## config.mk

```make
export PLATFORM = sky130hd
export DESIGN_NAME = uart_tx_port
export DESIGN_NICKNAME = d
export VERILOG_FILES = /design/src/rtl/uart_tx_port.sv
export SDC_FILE = /design/constraint.sdc
export NUM_CORES = 1
export LEC_CHECK = 0
export ABC_AREA = 1
export CAP_MARGIN = 40
export CORE_AREA = 2 2 103 85
export DETAILED_ROUTE_END_ITERATION = 12
export DIE_AREA = 0 0 105 87
export PLACE_DENSITY = 0.78
export REMOVE_ABC_BUFFERS = 1
export SYNTH_ARGS = -nofsm -noshare
export SYNTH_HDL_FRONTEND = slang
export SYNTH_SLANG_ARGS = --single-unit
```

## constraint.sdc

```tcl
create_clock -name clk -period 2.2 [get_ports clk]
set_input_delay 0.33 -clock clk [delete_from_list [all_inputs] [get_ports clk]]
set_output_delay 0.33 -clock clk [all_outputs]
set_load 0.05 [all_outputs]
```

## src/rtl/uart_tx_port.sv

```systemverilog
// uart_tx_port: FIFO-buffered byte transmitter. Each byte is presented on txdata,
// then strobed on txclk, paced by the host's txready flow control.
module uart_tx_port #(
   parameter int DEPTH      = 8,
   parameter int STROBE_CYC = 2,
   parameter int GAP_CYC    = 1
) (
   input  logic                   clk,
   input  logic                   nrst,
   input  logic                   wr_en,
   input  logic [7:0]             wr_data,
   input  logic                   clr_ovf,
   input  logic                   txready,
   output logic [7:0]             txdata,
   output logic                   txclk,
   output logic                   full,
   output logic                   empty,
   output logic [$clog2(DEPTH):0] count,
   output logic                   busy,
   output logic                   overflow
);
   localparam int AW          = $clog2(DEPTH);
   localparam int MAX_CYC     = (STROBE_CYC > GAP_CYC) ? STROBE_CYC : GAP_CYC;
   localparam int TW          = $clog2(MAX_CYC + 1);
   localparam int SYNC_STAGES = 2;

   typedef enum logic [1:0] {IDLE, SETUP, STROBE, GAP} state_t;

   state_t                 state_reg, state_next;
   logic [TW-1:0]          tmr_reg, tmr_next;
   logic [SYNC_STAGES-1:0] sync_reg;
   logic [SYNC_STAGES-1:0] sync_in;
   logic                   rdy_s;

   logic [7:0]             mem [DEPTH];
   logic [AW-1:0]          rd_ptr_reg, wr_ptr_reg;
   logic [AW:0]            count_reg;
   logic [7:0]             txdata_reg;
   logic                   txclk_reg;
   logic                   overflow_reg;

   logic                   pop, push, drop;

   // txready is asynchronous to clk; only the last synchronizer stage is used
   assign sync_in = {sync_reg[SYNC_STAGES-2:0], txready};
   assign rdy_s   = sync_reg[SYNC_STAGES-1];

   generate
      for (genvar gi = 0; gi < SYNC_STAGES; gi++) begin : g_sync
         always_ff @(posedge clk or negedge nrst) begin
            if (!nrst)
               sync_reg[gi] <= 1'b0;
            else
               sync_reg[gi] <= sync_in[gi];
         end
      end
   endgenerate

   assign full  = (count_reg == (AW+1)'(DEPTH));
   assign empty = (count_reg == '0);

   // A pop frees a slot in the same cycle, so a push into a full FIFO is still taken
   assign push = wr_en && (!full || pop);
   assign drop = wr_en && full && !pop;

   always_ff @(posedge clk or negedge nrst) begin
      if (!nrst) begin
         state_reg <= IDLE;
         tmr_reg   <= '0;
         txclk_reg <= 1'b0;
      end else begin
         state_reg <= state_next;
         tmr_reg   <= tmr_next;
         txclk_reg <= (state_next == STROBE);
      end
   end

   always_comb begin
      state_next = state_reg;
      tmr_next   = tmr_reg;
      pop        = 1'b0;
      case (state_reg)
         IDLE: begin
            if (rdy_s && !empty) begin
               pop        = 1'b1;
               state_next = SETUP;
            end
         end
         SETUP: begin
            state_next = STROBE;
            tmr_next   = TW'(STROBE_CYC - 1);
         end
         STROBE: begin
            if (tmr_reg == '0) begin
               state_next = GAP;
               tmr_next   = TW'(GAP_CYC - 1);
            end else begin
               tmr_next = tmr_reg - TW'(1);
            end
         end
         GAP: begin
            if (tmr_reg == '0)
               state_next = IDLE;
            else
               tmr_next = tmr_reg - TW'(1);
         end
         default: state_next = IDLE;
      endcase
   end

   always_ff @(posedge clk) begin
      if (push)
         mem[wr_ptr_reg] <= wr_data;
   end

   // txdata is the registered read port of the buffer and holds until the next pop
   always_ff @(posedge clk or negedge nrst) begin
      if (!nrst) begin
         rd_ptr_reg   <= '0;
         wr_ptr_reg   <= '0;
         count_reg    <= '0;
         txdata_reg   <= 8'h00;
         overflow_reg <= 1'b0;
      end else begin
         if (pop) begin
            txdata_reg <= mem[rd_ptr_reg];
            rd_ptr_reg <= rd_ptr_reg + AW'(1);
         end
         if (push)
            wr_ptr_reg <= wr_ptr_reg + AW'(1);
         case ({push, pop})
            2'b10:   count_reg <= count_reg + (AW+1)'(1);
            2'b01:   count_reg <= count_reg - (AW+1)'(1);
            default: count_reg <= count_reg;
         endcase
         if (drop)
            overflow_reg <= 1'b1;
         else if (clr_ovf)
            overflow_reg <= 1'b0;
      end
   end

   assign txdata   = txdata_reg;
   assign txclk    = txclk_reg;
   assign count    = count_reg;
   assign busy     = (state_reg != IDLE);
   assign overflow = overflow_reg;

endmodule

```

# Word level (Yosys, flattened, before mapping)
# Memory sizes are Yosys's and may differ from the RTL's. A register that Yosys moved wholly into a read port is not among the register bits.
# Cells that the tools add are included.
[word_totals]
memories = 1
register_bits = 18
ramBits = 64
input_bits = 13
output_inout_bits = 17
[classes]
n_reduce_logical = 17
muxes = 14
addsub = 5
n_eq_ne = 8
[memory_table]
columns = ["name", "depth", "width", "rd", "rd_ports_with_merged_regs", "write_ports", "line", "rtl"]
rows = [
  ["mem", 8, 8, 1, 1, 1, "35", "logic [7:0] mem [DEPTH];"],
]
[ops]
columns = ["cell", "count"]
rows = [
  ["$mux 2", 5],
  ["$eq 2x2->1 const B", 4],
  ["$pmux 2 s4", 1],
  ["$pmux 4 s2", 1],
  ["$add 3x1->3 const B", 2],
  ["$mux 1", 6],
  ["$pmux 2 s3", 1],
  ["$reduce_bool 2->1", 3],
  ["$add 4x1->4 const B", 1],
  ["$eq 2x1->1 const B", 2],
  ["$eq 4x4->1 const B", 1],
  ["$logic_and 1x1->1", 4],
  ["$logic_not 1->1", 4],
  ["$logic_not 2->1", 2],
  ["$logic_not 4->1", 1],
  ["$sub 4x1->4 const B", 1],
  ["$reduce_bool 3->1", 1],
  ["$ne 2x2->1 const B", 1],
  ["$reduce_and 2->1", 1],
  ["$sub 2x1->2 const B", 1],
  ["$logic_or 1x1->1", 1],
]

# Depth between registers and ports, before layout
# Gate-level depths: netlist (run 1).
[depth]
word_depth = 9
ltp_mapped = 13

# Worst setup path before layout (run 1)
# Ideal clock, no wire load.
[synth_path]
path_type = "register to register"
from = "register count_reg[0], in the netlist count[0]"
to = "memory mem[0][0] (enable)"
path_slack_ps = -347
period_less_slack_ps = 2547
arrival_time_ps = 2274
path_buffers = 0
stages_incl_launch_ff = 6
setup_time_ps = 273
t_required_ps = 1927
cell_sequence = "dfrtp_1 > nor4_2 > nand2_2 > nand2_2 > or2_1 > nor2_1"
[synth_via]
elab_cells_between_ends = 11
cone_classes = "eq/ne: 1; mux: 4; reduce/logical: 6"
[synth_rtl]
columns = ["element", "line", "rtl"]
rows = [
  ["from (decl)", "37", "logic [AW:0] count_reg;"],
  ["from (signal assigned)", "132", "2'b10: count_reg <= count_reg + (AW+1)'(1);"],
  ["from (signal assigned)", "133", "2'b01: count_reg <= count_reg - (AW+1)'(1);"],
  ["from (signal assigned)", "134", "default: count_reg <= count_reg;"],
  ["$eq 4x4->1", "59", "assign full = (count_reg == (AW+1)'(DEPTH));"],
  ["via full", "16", "output logic full,"],
  ["$logic_not 1->1", "63", "assign push = wr_en && (!full || pop);"],
  ["$logic_or 1x1->1", "63", ""],
  ["$logic_and 1x1->1", "63", ""],
  ["$mux 1", "112", "if (push)"],
  ["$mux 1 (not written as such)", "113", "mem[wr_ptr_reg] <= wr_data;"],
  ["to (decl)", "35", ""],
]
# The timed path passes the listed nets, and every way through them passes these cells.

# Worst setup path in the final report (run 1)
[layout_path]
from = "register state_reg[0]"
to = "output busy"
[layout_via]
elab_chain_len = 1
[layout_lines]
columns = ["element", "line", "rtl"]
rows = [
  ["from (decl)", "29", "state_t state_reg, state_next;"],
  ["from (signal assigned)", "72", "state_reg <= state_next;"],
  ["$reduce_bool 2->1", "146", "assign busy = (state_reg != IDLE);"],
  ["to (decl)", "19", "output logic busy,"],
]
# No other way between the ends.

==> results of run 1 <==
## logic make-up after synthesis
group / after synthesis
AND/OR/NAND/NOR: 106
flip-flops: 90
AO/OA/AOI/OAI: 69
buffers and inverters: 36
XOR/XNOR: 6
adder cells (fa/ha/maj): 6
## per-stage QoR
| step | hold slack [ns] | instance area, um^2 | worst slack (ns) |
|---|---|---|---|
| 2_1_floorplan | 0.0344 | 3690 | -0.347 |
| 3_3_place_gp | 0.338 | 4230 | 0.327 |
| 3_5_place_dp | 0.346 | 4230 | 0.251 |
| 4_1_cts | 0.354 | 4390 | 0.102 |
| 5_1_grt | 0.375 | 4390 | 0.0590 |
| 6_report | 0.346 | 4390 | 0.133 |
## final cells by class
cell class / instances / area [um^2] / area share, %
clock buffers: 9 / 124 / 2.82
repair buffers: 43 / 390 / 8.88
flip-flops and latches: 90 / 2570 / 58.5
clock inverters: 7 / 45.0 / 1.03
multi-input cells: 187 / 1030 / 23.5
inverters: 24 / 90.1 / 2.05
well taps: 112 / 140 / 3.19
## per-layer routing
layer  up-vias  global-route usage, %  share of wire, %
met2        74                   26.9                46
met1      1183                   23.1                45
met5         -                      0                 0
met4         0                   4.36              0.60
met3         5                   5.76               8.0
li1       1178                      -                 -
## cells in the final DEF (no fill, tap or decap), types with 5 or more instances in the layout
master,n
clkbuf_8,9
inv_1,20
ha_1,6
clkdlybuf4s50_1,27
o21ai_0,40
nor2_1,44
o221ai_1,8
o211ai_1,8
edfxtp_1,64
o22ai_1,10
nand2_1,44
buf_4,16
nand2_4,5
dfrtp_1,26
## power breakdown
group	switching, mW	leakage (nW)	total (mW)	internal [mW]
registers	0.255	0.900	2.46	2.20
logic	1.59	0.722	2.35	0.764
clock network	0.573	0.0791	0.979	0.406
## worst min path at each step
stage / slack [ns] / from / end
after floorplan: 0.03 / nrst / count[0]
after global placement: 0.34 / sync_in[1] / rdy_s
after detailed placement: 0.35 / sync_in[1] / rdy_s
after global routing: 0.37 / sync_in[1] / rdy_s
final: 0.35 / nrst / count[1]
after CTS: 0.35 / nrst / sync_in[1]
==> summary.md, run 1 <==
| Metric | Value |
|---|---|
| Hold Path Class | `in2async` |
| Simple-gate share of the synthesized area | `13.2%` |
| Worst-margin pin slew | `0.622 ns` |
| Non-Filler Instances | `472` |
| Num ports | `30` |
| Synth area leaders | `edfxtp_1 51%, dfrtp_1 17%, o21ai_0 5.3%` |
| Via Count | `2440` |
| Worst Setup Start Kind | `flop` |
| Grt total ovfl | `0` |
| Syn avg cell area | `12.0 um^2` |
| N_diodes | `0` |
| Clk_skew | `0.00802 ns` |
| Adder-cell area share of the yosys netlist | `2.01%` |
| Final core occ | `53.7%` |
| CTS tree | `done` |
| CTS Buffer Depth | `2` |
| Drt via density | `5.17` |
| Sequential element share of the synthesized area | `68.7%` |
| TritonCTS buffer count | `9` |
| Slowest CP cell | `clkdlybuf4s50_1` |
| Crit Path Class | `reg2out` |
| Largest net degree at the start of global routing | `34` |
| Mapped Area | `3740 um^2` |
| Clk Latency, worst-skew pair | `0.35 ns` |
| Port Buf Inserts | `29` |
| Post-synthesis register bit count | `90` |
| Initial antenna violation count | `0` |
| Max transition margin | `58.5%` |
| CP Cell Sequence | `inv_2 -> nand2_4 -> clkdlybuf4s50_1` |
| Max Slew Vio Count | `0` |
| Post-CTS Hold Buffers | `0` |
| Drt initial violations | `186` |
| Count leader, synth | `edfxtp_1` |
| Die Span X | `105 um` |
| Commonest cells post-synth | `64 x edfxtp_1, 44 x nand2_1, 44 x nor2_1` |
| Reg2Reg Depth | `9` |
| Post-DP HPWL | `4840 um` |
| LEAKAGE | `1.70 nW` |
| Largest stage delay on the critical path | `0.81 ns` |
| Ys flop type | `edfxtp_1` |
| Layout cells sized above 1 | `12.8%` |
| Post-synth top area share | `51.4%` |
| Row cnt | `30` |
| Initial Util | `45.7%` |
| Min Tclk post-route | `2.07 ns` |
| Nets | `374` |
| Post-synth EDFFs | `64` |
| Max FO, Critical Path | `4` |
| # Post-CTS Setup Buffers | `0` |
| DR pass1 iterations | `4` |
| PwrDens | `1320 nW/um^2` |
| Syn Inst Count | `313` |
| Yosys top cell by area | `edfxtp_1` |
| Clk root buf | `clkbuf_8` |
| Core area | `8180 um^2` |
| Worst path arrival time | `1.74 ns` |
| Worst R2R Start | `state_reg[0]` |
| Finish-stage setup viols | `0` |
| Delay-heaviest family, CP | `buffers and inverters` |
| Status | `finished, final reports clean` |
| RSZ-0062 raised after global routing | `false` |
| Fillers | `733` |
| Final wirelength | `7310 um` |
| Buffers & Inverters on Critical Path | `2` |
| Critical Path Stages | `3` |
| Post-DRT Antenna Nets | `0` |
| Post-Synth XOR/XNOR Area | `1.40%` |
| Yosys cell types | `27` |
| Worst r2r dst | `mem[6][3]` |
| # clock sinks | `90` |
| H-tree levels | `3` |
| Final setup TNS | `0 ns` |
| Compound-Gate Fraction of Synth Area | `11.0%` |
| Final Hold Viols | `0` |
| Number of global-route vias before repair | `2407` |
| Clock transition at the registers of the reported paths | `0.08 ns` |
| Die area | `9140 um^2` |
| Worst setup path start | `state_reg[0]` |
| Global placement routability congestion | `0.803` |
| Fmax | `484 MHz` |
| Max Cap Viol | `0` |
| Final Cycle Share | `94.0%` |
| Post-cts resize count | `0` |
| Total chip power | `5.79 mW` |
| Reg2Reg Setup Slack | `0.38 ns` |
| Placed Cells | `456` |
| Die height | `87 um` |
| Total GRT Usage | `17.1%` |
| CP endpoint | `busy` |
| Post-route DRC | `0` |
| Synth warnings | `0` |
| Largest family of logic cells by synthesized area | `simple AND/OR/NAND/NOR gates` |
| Max VDD drop | `0.000564 V` |
| Post-synth ARST share | `28.9%` |
| Number of flip-flops in the largest register | `64` |
| Mux cell area share after synthesis | `0%` |
| CP Capture Type | `output port` |
| First-pass GRT wire length | `11900 um` |
| Worst endpoint required time | `1.87 ns` |
| Wire length per cell | `15.5 um` |
| Layout Area Growth over Synthesis | `17.4%` |
Power figures use the tool's default switching activity.
==> run 2: changes to the inputs <==
--- a/config.mk
+++ b/config.mk
@@ -10,7 +10,8 @@
 export CORE_AREA = 2 2 103 85
 export DETAILED_ROUTE_END_ITERATION = 12
 export DIE_AREA = 0 0 105 87
-export PLACE_DENSITY = 0.78
+export DONT_BUFFER_PORTS = 1
+export PLACE_DENSITY = 0.73
 export REMOVE_ABC_BUFFERS = 1
 export SYNTH_ARGS = -nofsm -noshare
 export SYNTH_HDL_FRONTEND = slang
==> run 2 against run 1 <==
Register-to-register slack lost 0.09 ns. Fmax up 8.4%. Sequential power is 12% higher. Sequential share of layout area grew 3.1 points. Sequential cell count is the same. Non-clock buffer count is 23 lower. Design area fell by 5.0%. Clock skew down 0.0015 ns. Critical endpoint is now mem[2][6]. Largest power group unchanged.
==> summary.md, run 2 (synthesis gave the netlist of run 1 again) <==
| Metric | Value |
|---|---|
| PwrDens | `1330 nW/um^2` |
| Min Tclk post-route | `1.91 ns` |
| Grt total ovfl | `0` |
| N_diodes | `0` |
| Max transition margin | `61.5%` |
| CTS Buffer Depth | `2` |
| Clock transition at the registers of the reported paths | `0.09 ns` |
| CP Capture Type | `flop` |
| TritonCTS buffer count | `9` |
| Number of global-route vias before repair | `2468` |
| Worst endpoint required time | `2.27 ns` |
| Finish-stage setup viols | `0` |
| LEAKAGE | `1.62 nW` |
| Status | `finished, final reports clean` |
| Final core occ | `51.0%` |
| Area of the multi-input gates | `1030 um^2` |
| H-tree levels | `3` |
| Total chip power | `5.56 mW` |
| Fmax | `524 MHz` |
| Post-DRT Antenna Nets | `0` |
| Drt initial violations | `158` |
| Die area | `9140 um^2` |
| Max Cap Viol | `0` |
| Nets | `351` |
| Final wirelength | `7740 um` |
| Commonest non-fill, non-tap cell in the layout | `edfxtp_1` |
| Crit Path Class | `reg2reg` |
| Layout Area Growth over Synthesis | `11.5%` |
| Most frequent cells in the layout | `64 x edfxtp_1, 44 x nand2_1, 44 x nor2_1, 40 x o21ai_0, 26 x dfrtp_1` |
| CTS tree | `done` |
| # clock sinks | `90` |
| Register area | `2570 um^2` |
| Num ports | `30` |
| Drt via density | `5.28` |
| Post-route DRC | `0` |
| RSZ-0062 raised after global routing | `false` |
| Max FO, Critical Path | `8` |
| Initial Util | `45.7%` |
| Die height | `87 um` |
| Die Span X | `105 um` |
| # Post-CTS Setup Buffers | `0` |
| Post-CTS Hold Buffers | `3` |
| Worst path arrival time | `1.98 ns` |
| Clk root buf | `clkbuf_8` |
| Core area | `8180 um^2` |
| Initial antenna violation count | `0` |
| Final Cycle Share | `86.7%` |
| DR pass1 iterations | `5` |
| Via Count | `2369` |
| Number of flip-flops in the largest register | `64` |
| Largest net degree at the start of global routing | `34` |
| Clk Latency, worst-skew pair | `0.36 ns` |
| Port Buf Inserts | `0` |
| Wire length per cell | `17.2 um` |
| Max VDD drop | `0.000517 V` |
| Global placement routability congestion | `0.870` |
| First-pass GRT wire length | `12400 um` |
| Final Hold Viols | `0` |
| Post-cts resize count | `0` |
| Hold Path Class | `in2reg` |
| Post-DP HPWL | `5290 um` |
| Row cnt | `30` |
| Total GRT Usage | `18.3%` |
| Post-layout instance area | `4170 um^2` |
| Fillers | `718` |
| Clk_skew | `0.00654 ns` |
| Worst-margin pin slew | `0.578 ns` |
| Layout cells sized above 1 | `13.9%` |
| Max Slew Vio Count | `0` |
| Worst Setup Start Kind | `flop` |
| Dpl cell area | `3960 um^2` |
-- run 2: cell types whose count changed in the layout (fill, tap and decap cells not counted) --
cell / before / now
clkinv_4: 0 / 1
dlygate4sd3_1: 0 / 2
buf_12: 0 / 1
clkinv_1: 1 / 0
clkdlybuf4s50_1: 27 / 0
clkinv_2: 2 / 0
buf_4: 16 / 17
clkbuf_1: 0 / 2
-- run 2: power by group --
part / total, mW / switching (mW) / internal [mW]
registers: 2.75 / 0.552 / 2.20
clock network: 0.976 / 0.560 / 0.416
logic: 1.84 / 1.26 / 0.578
total: 5.56 / 2.37 / 3.19
-- run 2: per-layer routing --
metal / GRT usage, % / share of wire [%] / vias to the layer above / wire length [um]
met2: 30.4 / 48 / 73 / 3700
met3: 6.28 / 7.4 / 16 / 573
li1: - / - / 1132 / -
met1: 22.3 / 43 / 1148 / 3290
met5: 0 / 0 / - / 0
met4: 6.91 / 2.2 / 0 / 172
-- run 2: through the flow --
stage / hold slack, ns / setup WS, ns / TNS, ns / std cells
3_3_place_gp: 0.0348 / 0.361 / 0 / 430
6_report: 0.0619 / 0.292 / 0 / 449
5_1_grt: 0.0347 / 0.153 / 0 / 449
4_1_cts: 0.0450 / 0.290 / 0 / 449
3_5_place_dp: 0.0350 / 0.324 / 0 / 430
2_1_floorplan: 0.0344 / -0.347 / -23.06 / 301
-- run 2: layout make-up --
class                           instances  area share (%)
Clock buffer                           11            3.15
Clock inverter                          5           0.959
Inverter                               24            2.16
Multi-Input combinational cell        187            24.7
Sequential cell                        90            61.6
Tap cell                              112            3.36
Timing Repair Buffer                   20            4.02
-- run 2: worst paths after layout --
check,startpoint,to,slack (ns),cells after the start
min in group asynchronous,nrst,wr_ptr_reg[1],0.40,2
hold / removal,wr_data[0],mem[1][0],0.06,0
max in group asynchronous,nrst,txdata[1],1.64,2
hold reg to reg,sync_in[1],rdy_s,0.37,0
setup reg to reg,state_reg[0],mem[2][6],0.29,9
setup / recovery,state_reg[0],mem[2][6],0.29,9
-- run 2: worst max-delay path, cell delays in order (launching register included) --
cell	delay, ns
dfrtp_1	0.41
inv_2	0.10
nand2_4	0.15
nor2_8	0.17
nand2_4	0.06
nand2_2	0.08
nand2_2	0.07
or2_1	0.29
nor2_1	0.12
buf_4	0.17
==> run 3: changes to the inputs <==
--- a/config.mk
+++ b/config.mk
@@ -7,11 +7,13 @@
 export LEC_CHECK = 0
 export ABC_AREA = 1
 export CAP_MARGIN = 40
-export CORE_AREA = 2 2 103 85
+export CELL_PAD_IN_SITES_DETAIL_PLACEMENT = 1
+export CELL_PAD_IN_SITES_GLOBAL_PLACEMENT = 2
+export CORE_AREA = 2 2 108 89
 export DETAILED_ROUTE_END_ITERATION = 12
-export DIE_AREA = 0 0 105 87
+export DIE_AREA = 0 0 110 91
 export DONT_BUFFER_PORTS = 1
-export PLACE_DENSITY = 0.73
+export PLACE_DENSITY_LB_ADDON = 0.05
 export REMOVE_ABC_BUFFERS = 1
 export SYNTH_ARGS = -nofsm -noshare
 export SYNTH_HDL_FRONTEND = slang
==> constraint.sdc (replaced) <==
create_clock -name clk -period 2.2 [get_ports clk]
set_input_delay 0.33 -clock clk [delete_from_list [all_inputs] [get_ports clk]]
set_output_delay 0.33 -clock clk [all_outputs]
set_load 0.02 [all_outputs]
==> run 3 against run 2 <==
Die area grew 9.6%. Global-route usage grew 1.4 points. Critical path depth is the same. Design area grew 0.39%. Worst setup slack lost 0.11 ns. Combinational power is essentially flat. Via count grew 1.6%.
==> summary.md, run 3 (synthesis gave the netlist of run 1 again) <==
| Metric | Value |
|---|---|
| Hold Startpoint | `wr_data[5]` |
| Number of flip-flops in the largest register | `64` |
| Min Tclk post-route | `2.02 ns` |
| DR pass1 iterations | `4` |
| Post-place setup slack | `0.146 ns` |
| Cell-internal power | `3.23 mW` |
| Reg2Reg Depth | `9` |
| N_diodes | `0` |
| Die height | `91 um` |
| Crit Path Class | `reg2reg` |
| Post-route setup slack | `0.185 ns` |
| Port Buf Inserts | `0` |
| Worst r2r dst | `mem[1][4]` |
| Drt initial violations | `103` |
| M1 GR Usage | `27.8%` |
| Max Cap Viol | `0` |
| Grt total ovfl | `0` |
| Via Count | `2408` |
| RSZ-0062 raised after global routing | `false` |
| Max FO, Critical Path | `8` |
| Total GRT Usage | `19.7%` |
| H-tree levels | `3` |
| Largest net degree at the start of global routing | `34` |
| Max VDD drop | `0.000520 V` |
| Die Span X | `110 um` |
| Post-route DRC | `0` |
| Clk Latency, worst-skew pair | `0.36 ns` |
| Commonest non-fill, non-tap cell in the layout | `edfxtp_1` |
| # Post-CTS Setup Buffers | `0` |
| Finish-stage setup viols | `0` |
| Worst R2R Start | `state_reg[0]` |
| Clk root buf | `clkbuf_8` |
| Status | `finished, final reports clean` |
| Wire length per cell | `19.4 um` |
| Layout cells sized above 1 | `13.8%` |
| Slowest CP cell | `nor2_1` |
| CTS tree | `done` |
| Row cnt | `31` |
| Core area | `8880 um^2` |
| LEAKAGE | `1.63 nW` |
| Worst Setup Start Kind | `flop` |
| Worst endpoint required time | `2.19 ns` |
| Buffers & Inverters on Critical Path | `2` |
| Clk pwr share | `17.8%` |
| Max transition margin | `44.8%` |
| # clock sinks | `90` |
| Largest stage delay on the critical path | `0.65 ns` |
| Fmax | `496 MHz` |
| Post-DP HPWL | `5810 um` |
| Delay-heaviest family, CP | `simple AND/OR/NAND/NOR gates` |
| Initial Util | `42.1%` |
| Worst-margin pin slew | `0.824 ns` |
| Most used routing layer | `met2` |
| Final setup TNS | `0 ns` |
| TritonCTS buffer count | `9` |
| Nets | `355` |
| Met3 usage | `5.38%` |
| CP Cell Sequence | `inv_2 -> nand2_4 -> nor2_8 -> nand2_4 -> nand2_2 -> nand2_2 -> inv_2 -> nand2_1 -> nor2_1` |
| Fillers | `958` |
| Reg2Reg Setup Slack | `0.18 ns` |
| Register share of total power | `47.9%` |
| Final Hold Viols | `0` |
| CP Capture Type | `flop` |
| Die area | `10000 um^2` |
| Sw frac | `39.7%` |
| Hold Path Class | `in2reg` |
| Drt via density | `5.28` |
| Comb pwr share | `34.3%` |
| Post-DRT Antenna Nets | `0` |
| Clk_skew | `0.00946 ns` |
| PwrDens | `1280 nW/um^2` |
| Hold endpoint | `mem[6][5]` |
| Hold Path Stages | `0` |
| First-pass GRT wire length | `14300 um` |
| CTS Buffer Depth | `2` |
| Number of global-route vias before repair | `2528` |
| Global Route met2 Usage | `29.4%` |
| Sw power | `2.12 mW` |
| Clock transition at the registers of the reported paths | `0.08 ns` |
| Max Slew Vio Count | `0` |
| Initial antenna violation count | `0` |
| Layout Area Growth over Synthesis | `12.0%` |
| Most frequent cells in the layout | `64 x edfxtp_1, 44 x nand2_1, 44 x nor2_1, 40 x o21ai_0, 26 x dfrtp_1` |
| Final Cycle Share | `91.6%` |
| Worst path arrival time | `2.00 ns` |
| Final wirelength | `8870 um` |
| Num ports | `30` |
| Global placement routability congestion | `0.752` |
[run 3: per-layer routing]
metal | vias up | wire length (um)
li1 | 1138 | -
met1 | 1214 | 4350
met2 | 44 | 4000
met3 | 12 | 372
met4 | 0 | 148
met5 | - | 0
[run 3: timing repair]
| action | 4_1_cts | 5_1_grt |
|---|---|---|
| hold buffers | 3 | 0 |
| gates resized for setup | 0 | 0 |
| endpoints found under the hold margin | 27 | 0 |
[run 3: cell type report]
type	instances	area [um^2]	area share, %
Timing Repair Buffer	24	198	4.72
Clock inverter	4	18.8	0.448
Tap cell	115	144	3.43
Clock buffer	12	135	3.22
Multi-Input combinational cell	187	1030	24.6
Inverter	24	90.1	2.15
Sequential cell	90	2570	61.4
[run 3: worst max-delay path by stage]
stage | to | cells after the start | slack (ns) | start
floorplan | mem[4][0] | 7 | 0.18 | count[0]
global placement | mem[5][0] | 9 | 0.26 | state_reg[0]
detailed placement | mem[5][0] | 9 | 0.15 | state_reg[0]
CTS | mem[5][0] | 9 | 0.11 | state_reg[0]
global route | mem[5][0] | 9 | 0.005 | state_reg[0]
finish | mem[1][4] | 9 | 0.18 | state_reg[0]
[run 3: power groups by stage]
stage                     registers, mW  clock network [mW]  logic (mW)
after floorplan                    2.64                   0        1.07
after global placement             2.60                   0        1.82
after detailed placement           2.60                   0        1.83
after CTS                          2.57               0.990        1.86
after global routing               2.61                1.05        2.10
final                              2.56               0.952        1.83
[run 3: stage by stage]
stage | instance area (um^2) | power [mW] | hold slack, ns | std cells | utilization, %
3_5_place_dp | 4000 | 4.43 | 0.0352 | 437 | 45.0
4_1_cts | 4190 | 5.41 | 0.0401 | 456 | 47.2
5_1_grt | 4190 | 5.75 | 0.0315 | 456 | 47.2
3_3_place_gp | 4000 | 4.41 | 0.0352 | 437 | 45.0
2_1_floorplan | 3690 | 3.71 | 0.0344 | 301 | -
6_report | 4190 | 5.34 | 0.0598 | 456 | 47.2
[run 3: worst register-to-register path: cells and delay by family (launching register included)]
family / cells / cell delay (ns)
and+or+nand+nor: 7 / 1.10
DFF: 1 / 0.39
buffers and inverters: 2 / 0.15
